<file path="config.mk">
export PLATFORM = sky130hd
export DESIGN_NAME = mkio_word_decoder
export DESIGN_NICKNAME = d
export VERILOG_FILES = /design/src/rtl/mkio_word_decoder.sv
export SDC_FILE = /design/constraint.sdc
export NUM_CORES = 1
export LEC_CHECK = 0
export ABC_AREA = 1
export CORE_MARGIN = 5
export CORE_UTILIZATION = 55
export CTS_CLUSTER_SIZE = 10
export DETAILED_ROUTE_END_ITERATION = 7
export PLACE_DENSITY = 0.75
export SYNTH_ARGS = -nofsm -noshare
export SYNTH_HDL_FRONTEND = slang
export SYNTH_SLANG_ARGS = --single-unit
</file>
<file path="constraint.sdc">
create_clock -name clk -period 2.63 [get_ports clk]
set_clock_uncertainty 0.15 [all_clocks]
set_input_delay 0.263 -clock clk [delete_from_list [all_inputs] [get_ports clk]]
set_output_delay 0.263 -clock clk [all_outputs]
set_load 0.01 [all_outputs]
</file>
<file path="src/rtl/mkio_word_decoder.sv">
// Manchester-II receive decoder for one MIL-STD-1553B channel: qualifies the
// 3-bit-time sync, recovers 16 data bits plus odd parity, strobes one word per frame.
module mkio_word_decoder #(
   parameter int CLK_PER_HALF = 16,
   parameter int TOL          = 4,
   parameter int CNT_W        = 8
) (
   input  logic        clk,
   input  logic        reset,
   input  logic        DI1,
   input  logic        DI0,
   output logic [15:0] rx_data,
   output logic        rx_cmd,
   output logic        rx_valid,
   output logic        rx_manch_err,
   output logic        rx_par_err,
   output logic        rx_busy
);

   localparam logic [CNT_W-1:0] H        = CNT_W'(CLK_PER_HALF);
   localparam logic [CNT_W-1:0] SAMP_1   = CNT_W'(CLK_PER_HALF / 2);
   localparam logic [CNT_W-1:0] SAMP_3   = CNT_W'(3 * CLK_PER_HALF / 2);
   localparam logic [CNT_W-1:0] SAMP_5   = CNT_W'(5 * CLK_PER_HALF / 2);
   localparam logic [CNT_W-1:0] SYNC_END = CNT_W'(3 * CLK_PER_HALF - 1);
   localparam logic [CNT_W-1:0] BIT_END  = CNT_W'(2 * CLK_PER_HALF - 1);
   localparam logic [CNT_W-1:0] RUN_MIN  = CNT_W'(3 * CLK_PER_HALF - TOL);
   localparam logic [CNT_W-1:0] RUN_MAX  = CNT_W'(4 * CLK_PER_HALF + TOL);
   localparam logic [CNT_W-1:0] WIN_LO   = CNT_W'(CLK_PER_HALF - TOL);
   localparam logic [CNT_W-1:0] WIN_HI   = CNT_W'(CLK_PER_HALF + TOL);

   typedef enum logic [1:0] {S_HUNT, S_SYNC2, S_DATA, S_DONE} state_t;

   // Bit 1 carries DI1, bit 0 carries DI0; the extra delayed stage gives the
   // pre-change value used by every sample point.
   logic [1:0] di_meta_reg, di_sync_reg, di_dly_reg;
   logic       lvl_s, act_s, lvl_d, act_d, edge_s;

   state_t           state_reg, state_next;
   logic [CNT_W-1:0] run_reg, run_next;
   logic [CNT_W-1:0] phase_reg, phase_next;
   logic [4:0]       bit_idx_reg, bit_idx_next;
   logic             pol_reg, pol_next;
   logic [15:0]      data_reg, data_next;
   logic             samp_a_reg, samp_a_next;
   logic             manch_reg, manch_next;
   logic [15:0]      rx_data_reg, rx_data_next;
   logic             rx_cmd_reg, rx_cmd_next;
   logic             rx_valid_reg, rx_valid_next;
   logic             rx_manch_reg, rx_manch_next;
   logic             rx_par_reg, rx_par_next;
   logic             rx_busy_reg, rx_busy_next;

   assign lvl_s  = di_sync_reg[1];
   assign act_s  = di_sync_reg[1] ^ di_sync_reg[0];
   assign lvl_d  = di_dly_reg[1];
   assign act_d  = di_dly_reg[1] ^ di_dly_reg[0];
   assign edge_s = act_s && (lvl_s != lvl_d);

   always_comb begin
      state_next    = state_reg;
      run_next      = run_reg;
      phase_next    = phase_reg;
      bit_idx_next  = bit_idx_reg;
      pol_next      = pol_reg;
      data_next     = data_reg;
      samp_a_next   = samp_a_reg;
      manch_next    = manch_reg;
      rx_data_next  = rx_data_reg;
      rx_cmd_next   = rx_cmd_reg;
      rx_valid_next = 1'b0;
      rx_manch_next = rx_manch_reg;
      rx_par_next   = rx_par_reg;
      rx_busy_next  = rx_busy_reg;
      case (state_reg)
         S_HUNT: begin
            if (!act_s) begin
               run_next = '0;
            end else if (edge_s) begin
               run_next = CNT_W'(1);
               // A long enough run ending in a level change is the sync mid-edge.
               if (run_reg >= RUN_MIN && run_reg <= RUN_MAX) begin
                  pol_next     = lvl_d;
                  phase_next   = '0;
                  manch_next   = 1'b0;
                  rx_busy_next = 1'b1;
                  state_next   = S_SYNC2;
               end
            end else if (run_reg != '1) begin
               run_next = run_reg + CNT_W'(1);
            end
         end
         S_SYNC2: begin
            phase_next = phase_reg + CNT_W'(1);
            if ((phase_reg == SAMP_1 || phase_reg == SAMP_3 || phase_reg == SAMP_5) &&
                !(act_d && (lvl_d == ~pol_reg))) begin
               run_next     = '0;
               rx_busy_next = 1'b0;
               state_next   = S_HUNT;
            end else if (phase_reg == SYNC_END) begin
               phase_next   = '0;
               bit_idx_next = 5'd16;
               state_next   = S_DATA;
            end
         end
         S_DATA: begin
            phase_next = phase_reg + CNT_W'(1);
            if (edge_s && phase_reg >= WIN_LO && phase_reg <= WIN_HI)
               phase_next = H;
            if (phase_reg == SAMP_1) begin
               samp_a_next = lvl_d;
               if (!act_d)
                  manch_next = 1'b1;
            end
            if (phase_reg == SAMP_3) begin
               if (!act_d || (lvl_d == samp_a_reg))
                  manch_next = 1'b1;
               // Index 0 is the parity bit; the word completes on its second sample.
               if (bit_idx_reg == 5'd0) begin
                  rx_data_next  = data_reg;
                  rx_cmd_next   = pol_reg;
                  rx_manch_next = manch_next;
                  rx_par_next   = ~(^data_reg ^ samp_a_reg);
                  rx_valid_next = 1'b1;
                  rx_busy_next  = 1'b0;
                  state_next    = S_DONE;
               end
            end
            if (phase_reg == BIT_END) begin
               phase_next   = '0;
               data_next    = {data_reg[14:0], samp_a_reg};
               bit_idx_next = bit_idx_reg - 5'd1;
            end
         end
         S_DONE: begin
            run_next   = '0;
            state_next = S_HUNT;
         end
         default: state_next = S_HUNT;
      endcase
   end

   always_ff @(posedge clk) begin
      if (!reset) begin
         di_meta_reg  <= '0;
         di_sync_reg  <= '0;
         di_dly_reg   <= '0;
         state_reg    <= S_HUNT;
         run_reg      <= '0;
         phase_reg    <= '0;
         bit_idx_reg  <= '0;
         pol_reg      <= 1'b0;
         data_reg     <= '0;
         samp_a_reg   <= 1'b0;
         manch_reg    <= 1'b0;
         rx_data_reg  <= '0;
         rx_cmd_reg   <= 1'b0;
         rx_valid_reg <= 1'b0;
         rx_manch_reg <= 1'b0;
         rx_par_reg   <= 1'b0;
         rx_busy_reg  <= 1'b0;
      end else begin
         di_meta_reg  <= {DI1, DI0};
         di_sync_reg  <= di_meta_reg;
         di_dly_reg   <= di_sync_reg;
         state_reg    <= state_next;
         run_reg      <= run_next;
         phase_reg    <= phase_next;
         bit_idx_reg  <= bit_idx_next;
         pol_reg      <= pol_next;
         data_reg     <= data_next;
         samp_a_reg   <= samp_a_next;
         manch_reg    <= manch_next;
         rx_data_reg  <= rx_data_next;
         rx_cmd_reg   <= rx_cmd_next;
         rx_valid_reg <= rx_valid_next;
         rx_manch_reg <= rx_manch_next;
         rx_par_reg   <= rx_par_next;
         rx_busy_reg  <= rx_busy_next;
      end
   end

   assign rx_data      = rx_data_reg;
   assign rx_cmd       = rx_cmd_reg;
   assign rx_valid     = rx_valid_reg;
   assign rx_manch_err = rx_manch_reg;
   assign rx_par_err   = rx_par_reg;
   assign rx_busy      = rx_busy_reg;

endmodule

</file>
==> impl_metrics.env, run 1 <==
export IMPL_vias_per_cell=5.09
export IMPL_min_period_over_period_pct=84.5
export IMPL_async_flop_share_pct=0
export IMPL_dp_cells=630
export IMPL_track_usage_pct=19.5
export IMPL_clk_path_buf_depth=2
export IMPL_intPower_mw=1.63
export IMPL_p_leak_nw=1.73
export IMPL_tightest_slew_ns=0.491
export IMPL_grt_ovfl_total=0
export IMPL_gp_congestion=0.859
export IMPL_cts_sinks=69
export IMPL_grt_pass1_vias=3116
export IMPL_insertion_delay_ns=0.35
export IMPL_relSlewSlack_pct=67.0
export IMPL_routed_wl_mm=7.77
export IMPL_post_cts_resized=0
export IMPL_wl_per_cell_um=12.0
export IMPL_synth_edf_count=0
export IMPL_synth_seq_cells=69
export IMPL_syn_avg_cell_area_um2=6.82
export IMPL_hold_class="flip-flop to flip-flop"
export IMPL_synth_cells=540
export IMPL_synthDistinctLibCells=38
export IMPL_holdWs_ns=0.260
export IMPL_clk_pin_slew_ns=0.08
export IMPL_end_kind="flip-flop"
export IMPL_power_density_nw_per_um2=501
export IMPL_peakVddDrop_mv=0.299
export IMPL_core_um2=6420
export IMPL_period_needed_ns=2.22
export IMPL_synth_area_um2=3680
export IMPL_ant_nets=0
export IMPL_hold_violations=0
export IMPL_p_sw_mw=0.472
export IMPL_clock_fmax_ghz=0.450
export IMPL_final_cell_mix="nand2_1, dfxtp_1, inv_1, nor2_1, a21oi_1"
export IMPL_dr_total_vias=3286
export IMPL_startpoint_type="flip-flop"
export IMPL_pin_count=25
export IMPL_final_common_cell="nand2_1"
export IMPL_finalSetupViolCount=0
export IMPL_dr_first_iter_drc_count=160
export IMPL_wl_met1_mm=3.86
export IMPL_fin_tns_setup_ns=0
export IMPL_final_max_slew_viol_count=0
export IMPL_grt_max_degree=30
export IMPL_synth_ff_type="dfxtp_1"
export IMPL_dieArea_um2=8430
export IMPL_hold_buffers=0
export IMPL_dp_hpwl_mm=5.67
export IMPL_post_dp_cell_area_um2=3970
export IMPL_pwr_share_seq_pct=50.0
export IMPL_diodes=0
export IMPL_p_clk_share_pct=47.6
export IMPL_layout_nets=578
export IMPL_start_util_pct=57.3
export IMPL_antenna_found_initial=0
export IMPL_rsz0062_at_grt="no"
export IMPL_drive_gt1_share_pct=10.7
export IMPL_worstPathArrival_ns=2.29
export IMPL_cts_tree="built"
export IMPL_dr_pass1_iters=4
export IMPL_max_cap_violations=0
export IMPL_fillers=576
export IMPL_critPathMaxFanout=21
export IMPL_routed_wl_met3_um=257
export IMPL_synthToLayoutAreaGrowth_pct=14.2
export IMPL_power_mw=2.11
export IMPL_fin_cells=646
export IMPL_status="complete, no violations"
export IMPL_root_buffer="clkbuf_8"
export IMPL_num_rows=29
export IMPL_p_comb_share_pct=2.5
export IMPL_routed_wl_met2_mm=3.54
export IMPL_required_ns=2.70
export IMPL_cts_made_buffers=9
export IMPL_swShare_pct=22.4
export IMPL_syn_nets=554
export IMPL_postCtsSetupRepairBufs=0
export IMPL_top_layer_used="met4"
export IMPL_stdcell_area_um2=4200
export IMPL_portBuffers=24
export IMPL_route_detailed_drc=0
export IMPL_yosys_warnings=0
export IMPL_die_w_um=91.8
export IMPL_critPathKind="flip-flop to flip-flop"
export IMPL_yosysSeqAreaShare_pct=37.5
export IMPL_grt_pass1_wl_mm=13.7
export IMPL_die_h_um=91.8
export IMPL_cts_max_level=3
[synthesized netlist by cell type (2+ instances only)]
cell,instances,share of area [%]
nand2_2,13,2.2
xor2_1,7,1.7
nand4_1,5,0.85
a21oi_2,6,1.4
nand2_1,154,16
nor2_1,48,4.9
nor2_4,3,0.92
buf_2,3,0.41
nor3_1,5,0.68
nand3_1,43,5.8
o21ai_1,9,1.2
nor2_2,3,0.51
dfxtp_1,69,38
inv_4,3,0.51
xnor2_1,7,1.7
clkbuf_1,8,0.82
inv_2,3,0.31
ha_1,10,3.4
o21ai_0,18,2.4
inv_1,58,5.9
nand3_2,2,0.54
buf_6,2,0.61
a21oi_1,46,6.3
[logic make-up (layout without fill, tap and decap cells)]
family / Yosys count / count (layout) / synth area share, %
buf+inv: 81 / 110 / 9.04
xor+xnor: 15 / 15 / 3.77
simple gates: 281 / 281 / 33.9
compound gates: 84 / 84 / 12.4
fa+ha+maj: 10 / 10 / 3.40
flops: 69 / 69 / 37.5
[metal layers]
layer | vias to the layer above | global-route usage (%)
met5 | - | 0
met4 | 0 | 7.55
met3 | 11 | 4.50
met2 | 43 | 31.6
met1 | 1467 | 25.2
li1 | 1765 | -
[area by class of cell]
class,instances,area (um^2),area share [%]
multi-input cells,390,1970,46.8
flip-flops and latches,69,1380,32.9
repair buffers,28,270,6.43
inverters,66,256,6.10
clock buffers,10,138,3.27
well taps,77,96.3,2.29
clock inverters,6,93.8,2.23
[worst max-delay path, stage by stage, from the launching register on]
cell and delay, ns:
dfxtp_1 0.36, ha_1 0.19, inv_1 0.06, nor2_2 0.13, nand2_2 0.11, nor2_4 0.27
nand2_2 0.31, nand2_2 0.14, nand2_2 0.09, inv_2 0.09, o21ai_0 0.07, o21ai_0 0.08
nor2_1 0.05
[power by group through the flow]
stage / Clock, mW / Sequential (mW) / Combinational, mW
3_5_place_dp: 0 / 1.08 / 0.0522
4_1_cts: 1.02 / 1.05 / 0.0521
3_3_place_gp: 0 / 1.08 / 0.0510
2_1_floorplan: 0 / 1.08 / 0.0369
5_1_grt: 1.07 / 1.05 / 0.0579
6_report: 1.00 / 1.05 / 0.0521
[worst paths after layout]
| kind | from | endpoint | slack, ns | cells after the start |
|---|---|---|---|---|
| setup reg to reg | phase_reg[0]$_SDFFE_PN0P_ | bit_idx_reg[1]$_SDFFE_PN0P_ | 0.41 | 12 |
| setup / recovery | phase_reg[0]$_SDFFE_PN0P_ | bit_idx_reg[1]$_SDFFE_PN0P_ | 0.41 | 12 |
| hold / removal | di_meta_reg[1]$_SDFF_PN0_ | di_sync_reg[1]$_SDFF_PN0_ | 0.26 | 2 |
| hold reg to reg | di_meta_reg[1]$_SDFF_PN0_ | di_sync_reg[1]$_SDFF_PN0_ | 0.26 | 2 |
[metrics by stage]
step                util [%]  setup slack (ns)
floorplan                  -             0.950
global placement        61.9             0.502
detailed placement      61.9             0.416
CTS                     65.5             0.397
global route            65.5             0.159
finish                  65.5             0.408
(Power assumes the default switching activity.)
==> run 2, diff against run 1 <==
--- a/config.mk
+++ b/config.mk
@@ -7,10 +7,10 @@
 export LEC_CHECK = 0
 export ABC_AREA = 1
 export CORE_MARGIN = 5
-export CORE_UTILIZATION = 55
+export CORE_UTILIZATION = 53
 export CTS_CLUSTER_SIZE = 10
 export DETAILED_ROUTE_END_ITERATION = 7
-export PLACE_DENSITY = 0.75
+export PLACE_DENSITY = 0.76
 export SYNTH_ARGS = -nofsm -noshare
 export SYNTH_HDL_FRONTEND = slang
 export SYNTH_SLANG_ARGS = --single-unit
==> constraint.sdc (replaced) <==
create_clock -name clk -period 2 [get_ports clk]
set_clock_uncertainty 0.15 [all_clocks]
set_input_delay 0.2 -clock clk [delete_from_list [all_inputs] [get_ports clk]]
set_output_delay 0.2 -clock clk [all_outputs]
set_load 0.01 [all_outputs]
==> run 2 against run 1 <==
  * Maximum frequency increased by 21%
  * Total power is 26% higher
  * Die area grew 3.3%
  * Non-clock buffer count grew 6
  * Core utilization decreased by 2.5 points
  * Global-route usage decreased by 0.41 points
  * Register-to-register slack got worse by 0.25 ns
  * Setup slack lost 0.25 ns
  * Routed wire length increased by 2.7%
  * Clock-buffer cell count unchanged
  * Sequential share of layout area decreased by 0.51 points
  * Critical endpoint is now run_reg[1]$_SDFFE_PN0P_
  * Largest cell class unchanged
  * Largest power group unchanged
==> impl_metrics.env, run 2 (synthesis results as in run 1) <==
export IMPL_post_dp_cell_area_um2=4040
export IMPL_die_h_um=93.4
export IMPL_peakVddDrop_mv=0.434
export IMPL_pin_count=25
export IMPL_insertion_delay_ns=0.35
export IMPL_fillers=608
export IMPL_min_period_over_period_pct=92.1
export IMPL_relSlewSlack_pct=76.8
export IMPL_synthToLayoutAreaGrowth_pct=16.1
export IMPL_dieArea_um2=8710
export IMPL_grt_ovfl_total=0
export IMPL_critPathMaxFanout=9
export IMPL_diodes=0
export IMPL_clk_pin_slew_ns=0.08
export IMPL_period_needed_ns=1.84
export IMPL_final_max_slew_viol_count=0
export IMPL_worstPathArrival_ns=1.94
export IMPL_antenna_found_initial=0
export IMPL_hold_buffers=0
export IMPL_power_density_nw_per_um2=621
export IMPL_multi_input_area_um2=1990
export IMPL_start_util_pct=54.2
export IMPL_num_rows=30
export IMPL_routed_wl_mm=7.98
export IMPL_rsz0062_at_grt="no"
export IMPL_grt_max_degree=29
export IMPL_clock_fmax_ghz=0.543
export IMPL_final_core_util_pct=62.9
export IMPL_route_detailed_drc=0
export IMPL_finalSetupViolCount=0
export IMPL_p_leak_nw=1.75
export IMPL_required_ns=2.10
export IMPL_postCtsSetupRepairBufs=0
export IMPL_cts_max_level=3
export IMPL_cts_tree="built"
export IMPL_grt_pass1_wl_mm=13.6
export IMPL_cts_sinks=69
export IMPL_tightest_slew_ns=0.348
export IMPL_ant_nets=0
export IMPL_final_common_cell="nand2_1"
export IMPL_cts_made_buffers=9
export IMPL_status="complete, no violations"
export IMPL_power_mw=2.65
export IMPL_drive_gt1_share_pct=12.7
export IMPL_wl_per_cell_um=11.9
export IMPL_fin_tns_setup_ns=0
export IMPL_track_usage_pct=19.1
export IMPL_max_cap_violations=0
export IMPL_seqCellArea_um2=1380
export IMPL_dr_pass1_iters=4
export IMPL_post_cts_resized=0
export IMPL_hold_violations=0
export IMPL_core_um2=6790
export IMPL_dp_hpwl_mm=5.80
export IMPL_root_buffer="clkbuf_8"
export IMPL_end_kind="flip-flop"
export IMPL_layout_nets=585
export IMPL_stdcell_area_um2=4270
export IMPL_dr_first_iter_drc_count=194
export IMPL_clk_path_buf_depth=2
export IMPL_critPathKind="flip-flop to flip-flop"
export IMPL_portBuffers=24
export IMPL_dr_total_vias=3380
export IMPL_die_w_um=93.4
export IMPL_vias_per_cell=5.03
export IMPL_final_cell_mix="nand2_1, dfxtp_1, inv_1, nor2_1, a21oi_1"
export IMPL_grt_pass1_vias=3095
export IMPL_gp_congestion=0.948
export IMPL_hold_class="input port to flip-flop"
export IMPL_startpoint_type="flip-flop"
-- run 2: critical path, cell delays in order (launching register included) --
cell	delay, ns
dfxtp_1	0.33
inv_1	0.09
ha_1	0.18
nand3_2	0.13
nor2_2	0.12
nand2_1	0.09
nand2_2	0.09
nand2_2	0.09
nor2_4	0.18
inv_4	0.08
o21ai_2	0.14
nor2_1	0.06
-- run 2: layout make-up --
cell class / count / area share (%)
inverter: 66 / 6.03
sequential: 69 / 32.3
multi-input combinational: 391 / 46.5
timing repair buffer: 34 / 7.38
clock buffer: 10 / 3.22
clock inverter: 6 / 1.67
tap: 96 / 2.81
-- run 2: final timing paths --
| kind | start | end | slack [ns] | depth (start not counted) |
|---|---|---|---|---|
| setup / recovery | phase_reg[0]$_SDFFE_PN0P_ | run_reg[1]$_SDFFE_PN0P_ | 0.16 | 11 |
| hold / removal | DI0 | di_meta_reg[0]$_SDFF_PN0_ | 0.23 | 3 |
| setup reg to reg | phase_reg[0]$_SDFFE_PN0P_ | run_reg[1]$_SDFFE_PN0P_ | 0.16 | 11 |
| hold reg to reg | di_meta_reg[1]$_SDFF_PN0_ | di_sync_reg[1]$_SDFF_PN0_ | 0.26 | 2 |
-- run 2: metrics by stage --
stage                     hold WS (ns)  std cells  worst slack, ns
after global placement           0.252        655            0.174
after global routing             0.250        672          0.00179
final                            0.227        672            0.159
after floorplan                  0.148        540            0.320
after CTS                        0.220        671            0.114
after detailed placement         0.248        655            0.152
-- run 2: power breakdown --
group | total [mW] | leakage, nW | switching [mW] | internal [mW]
Combinational | 0.0730 | 1.10 | 0.0479 | 0.0251
Sequential | 1.38 | 0.557 | 0.00520 | 1.38
Clock | 1.20 | 0.0991 | 0.579 | 0.618
Total | 2.65 | 1.75 | 0.632 | 2.02
-- run 2: metal layers --
metal  routed length, um  GRT usage (%)
met4                  97           6.59
met1                3930           25.1
met2                3610           30.8
met3                 340           4.18
met5                   0              0
==> run 3, diff against run 2 <==
==> constraint.sdc (replaced) <==
create_clock -name clk -period 2 [get_ports clk]
set_clock_uncertainty 0.15 [all_clocks]
set_input_delay 0.3 -clock clk [delete_from_list [all_inputs] [get_ports clk]]
set_output_delay 0.3 -clock clk [all_outputs]
set_load 0.01 [all_outputs]
==> run 3 against run 2 <==
  * Cell area rose by 1.3%
  * Worst hold slack improved by 0.037 ns
  * Combinational power is 7.4% higher
  * Critical endpoint is now bit_idx_reg[3]$_SDFFE_PN0P_
  * Largest cell class unchanged
==> impl_metrics.env, run 3 (synthesis results as in run 1) <==
export IMPL_antenna_found_initial=0
export IMPL_pin_count=25
export IMPL_final_setup_worst_slack_ns=0.147
export IMPL_num_rows=30
export IMPL_fin_cells=676
export IMPL_max_cap_violations=0
export IMPL_track_usage_pct=19.3
export IMPL_cp_top_family="simple AND/OR/NAND/NOR gates"
export IMPL_required_ns=2.08
export IMPL_min_period_over_period_pct=92.6
export IMPL_period_needed_ns=1.85
export IMPL_min_from="di_meta_reg[0]$_SDFF_PN0_"
export IMPL_grt_pass1_wl_mm=13.7
export IMPL_diodes=0
export IMPL_hold_violations=0
export IMPL_worst_path_most_repeated_cell="inv_1"
export IMPL_final_max_slew_viol_count=0
export IMPL_die_w_um=93.4
export IMPL_p_leak_nw=1.79
export IMPL_grt_pass1_vias=3092
export IMPL_p_clk_share_pct=47.3
export IMPL_p_sw_mw=0.623
export IMPL_r2r_start="phase_reg[0]$_SDFFE_PN0P_"
export IMPL_ant_nets=0
export IMPL_cts_sinks=69
export IMPL_clock_fmax_ghz=0.540
export IMPL_peakVddDrop_mv=0.329
export IMPL_vias_per_cell=5.11
export IMPL_die_h_um=93.4
export IMPL_status="complete, no violations"
export IMPL_dr_pass1_iters=5
export IMPL_swShare_pct=22.5
export IMPL_clk_pin_slew_ns=0.08
export IMPL_grt_ovfl_total=0
export IMPL_slowest_delay_ns=0.37
export IMPL_final_common_cell="nand2_1"
export IMPL_holdWs_ns=0.264
export IMPL_final_cell_mix="nand2_1, dfxtp_1, inv_1, nor2_1, a21oi_1"
export IMPL_dp_cells=659
export IMPL_cts_max_level=3
export IMPL_power_mw=2.77
export IMPL_layout_nets=589
export IMPL_tightest_slew_ns=0.389
export IMPL_dr_total_vias=3457
export IMPL_synthToLayoutAreaGrowth_pct=17.6
export IMPL_insertion_delay_ns=0.35
export IMPL_worstPathCellList="ha_1, inv_1, nor2_2, inv_1, nor2_1, nor2_1, inv_1, nand2_2, nor3_1, nor3b_2"
export IMPL_pwr_share_seq_pct=49.9
export IMPL_root_buffer="clkbuf_8"
export IMPL_relSlewSlack_pct=73.8
export IMPL_path_buf_inv=3
export IMPL_critPathMaxFanout=6
export IMPL_cp_startpoint="phase_reg[0]$_SDFFE_PN0P_"
export IMPL_cpMaxStageDelayCell="dfxtp_1"
export IMPL_route_detailed_drc=0
export IMPL_dp_hpwl_mm=5.88
export IMPL_grt_max_degree=29
export IMPL_routed_wl_mm=8.18
export IMPL_start_util_pct=54.2
export IMPL_finalSetupViolCount=0
export IMPL_gp_congestion=0.910
export IMPL_worstPathArrival_ns=1.94
export IMPL_portBuffers=24
export IMPL_p_comb_share_pct=2.8
export IMPL_cts_made_buffers=9
export IMPL_core_um2=6790
export IMPL_clk_path_buf_depth=2
export IMPL_hold_class="flip-flop to flip-flop"
export IMPL_cts_tree="built"
export IMPL_power_density_nw_per_um2=641
export IMPL_dieArea_um2=8710
export IMPL_place_ws_ns=0.0919
export IMPL_intPower_mw=2.15
export IMPL_drive_gt1_share_pct=13.3
export IMPL_critPathKind="flip-flop to flip-flop"
export IMPL_startpoint_type="flip-flop"
export IMPL_wl_per_cell_um=12.1
export IMPL_end_kind="flip-flop"
export IMPL_dr_first_iter_drc_count=180
export IMPL_fillers=603
[run 3: cell type report]
class / instances / area (um^2) / area share (%)
inverters: 66 / 260 / 6.01
repair buffers: 38 / 345 / 7.98
well taps: 96 / 120 / 2.77
multi-input cells: 391 / 1990 / 46.0
flip-flops and latches: 69 / 1380 / 31.9
clock buffers: 10 / 138 / 3.18
clock inverters: 6 / 93.8 / 2.17
[run 3: routing by layer]
metal	wire length, um	global-route usage (%)	vias up
met3	394	3.06	13
met2	3790	30.9	85
met4	135	8.06	0
li1	-	-	1784
met1	3860	25.8	1575
met5	0	0	-
[run 3: worst reg2reg max path, stage by stage, from the launching register on]
cell,delay (ns)
dfxtp_1,0.37
ha_1,0.20
inv_1,0.06
nor2_2,0.13
inv_1,0.09
nor2_1,0.12
nor2_1,0.07
inv_1,0.10
nand2_2,0.12
nor3_1,0.25
nor3b_2,0.08
[run 3: what timing repair did]
item | in CTS | in global routing
endpoints found under the hold margin | 0 | 0
resized for setup | 0 | 8
endpoints found under the setup margin | 0 | 10
buffers inserted | 0 | 0
hold buffers | 0 | 0
[run 3: final timing paths]
path	to	cells past startpoint	slack (ns)
setup / recovery	bit_idx_reg[3]$_SDFFE_PN0P_	10	0.15
hold / removal	di_sync_reg[0]$_SDFF_PN0_	2	0.26
setup reg to reg	bit_idx_reg[3]$_SDFFE_PN0P_	10	0.15
hold reg to reg	di_sync_reg[0]$_SDFF_PN0_	2	0.26
[run 3: stage by stage]
step	utilization (%)	setup TNS (ns)	cell area, um^2
finish	63.7	0	4330
global route	63.7	-0.00809	4330
CTS	63.3	0	4300
detailed placement	59.9	0	4070
global placement	59.9	0	4070
floorplan	-	0	3680
[run 3: power groups by stage]
stage	Clock (mW)	Sequential, mW	Combinational [mW]
after floorplan	0	1.41	0.0485
after global placement	0	1.42	0.0760
after detailed placement	0	1.42	0.0775
after CTS	1.33	1.38	0.0778
after global routing	1.38	1.38	0.0869
final	1.31	1.38	0.0784
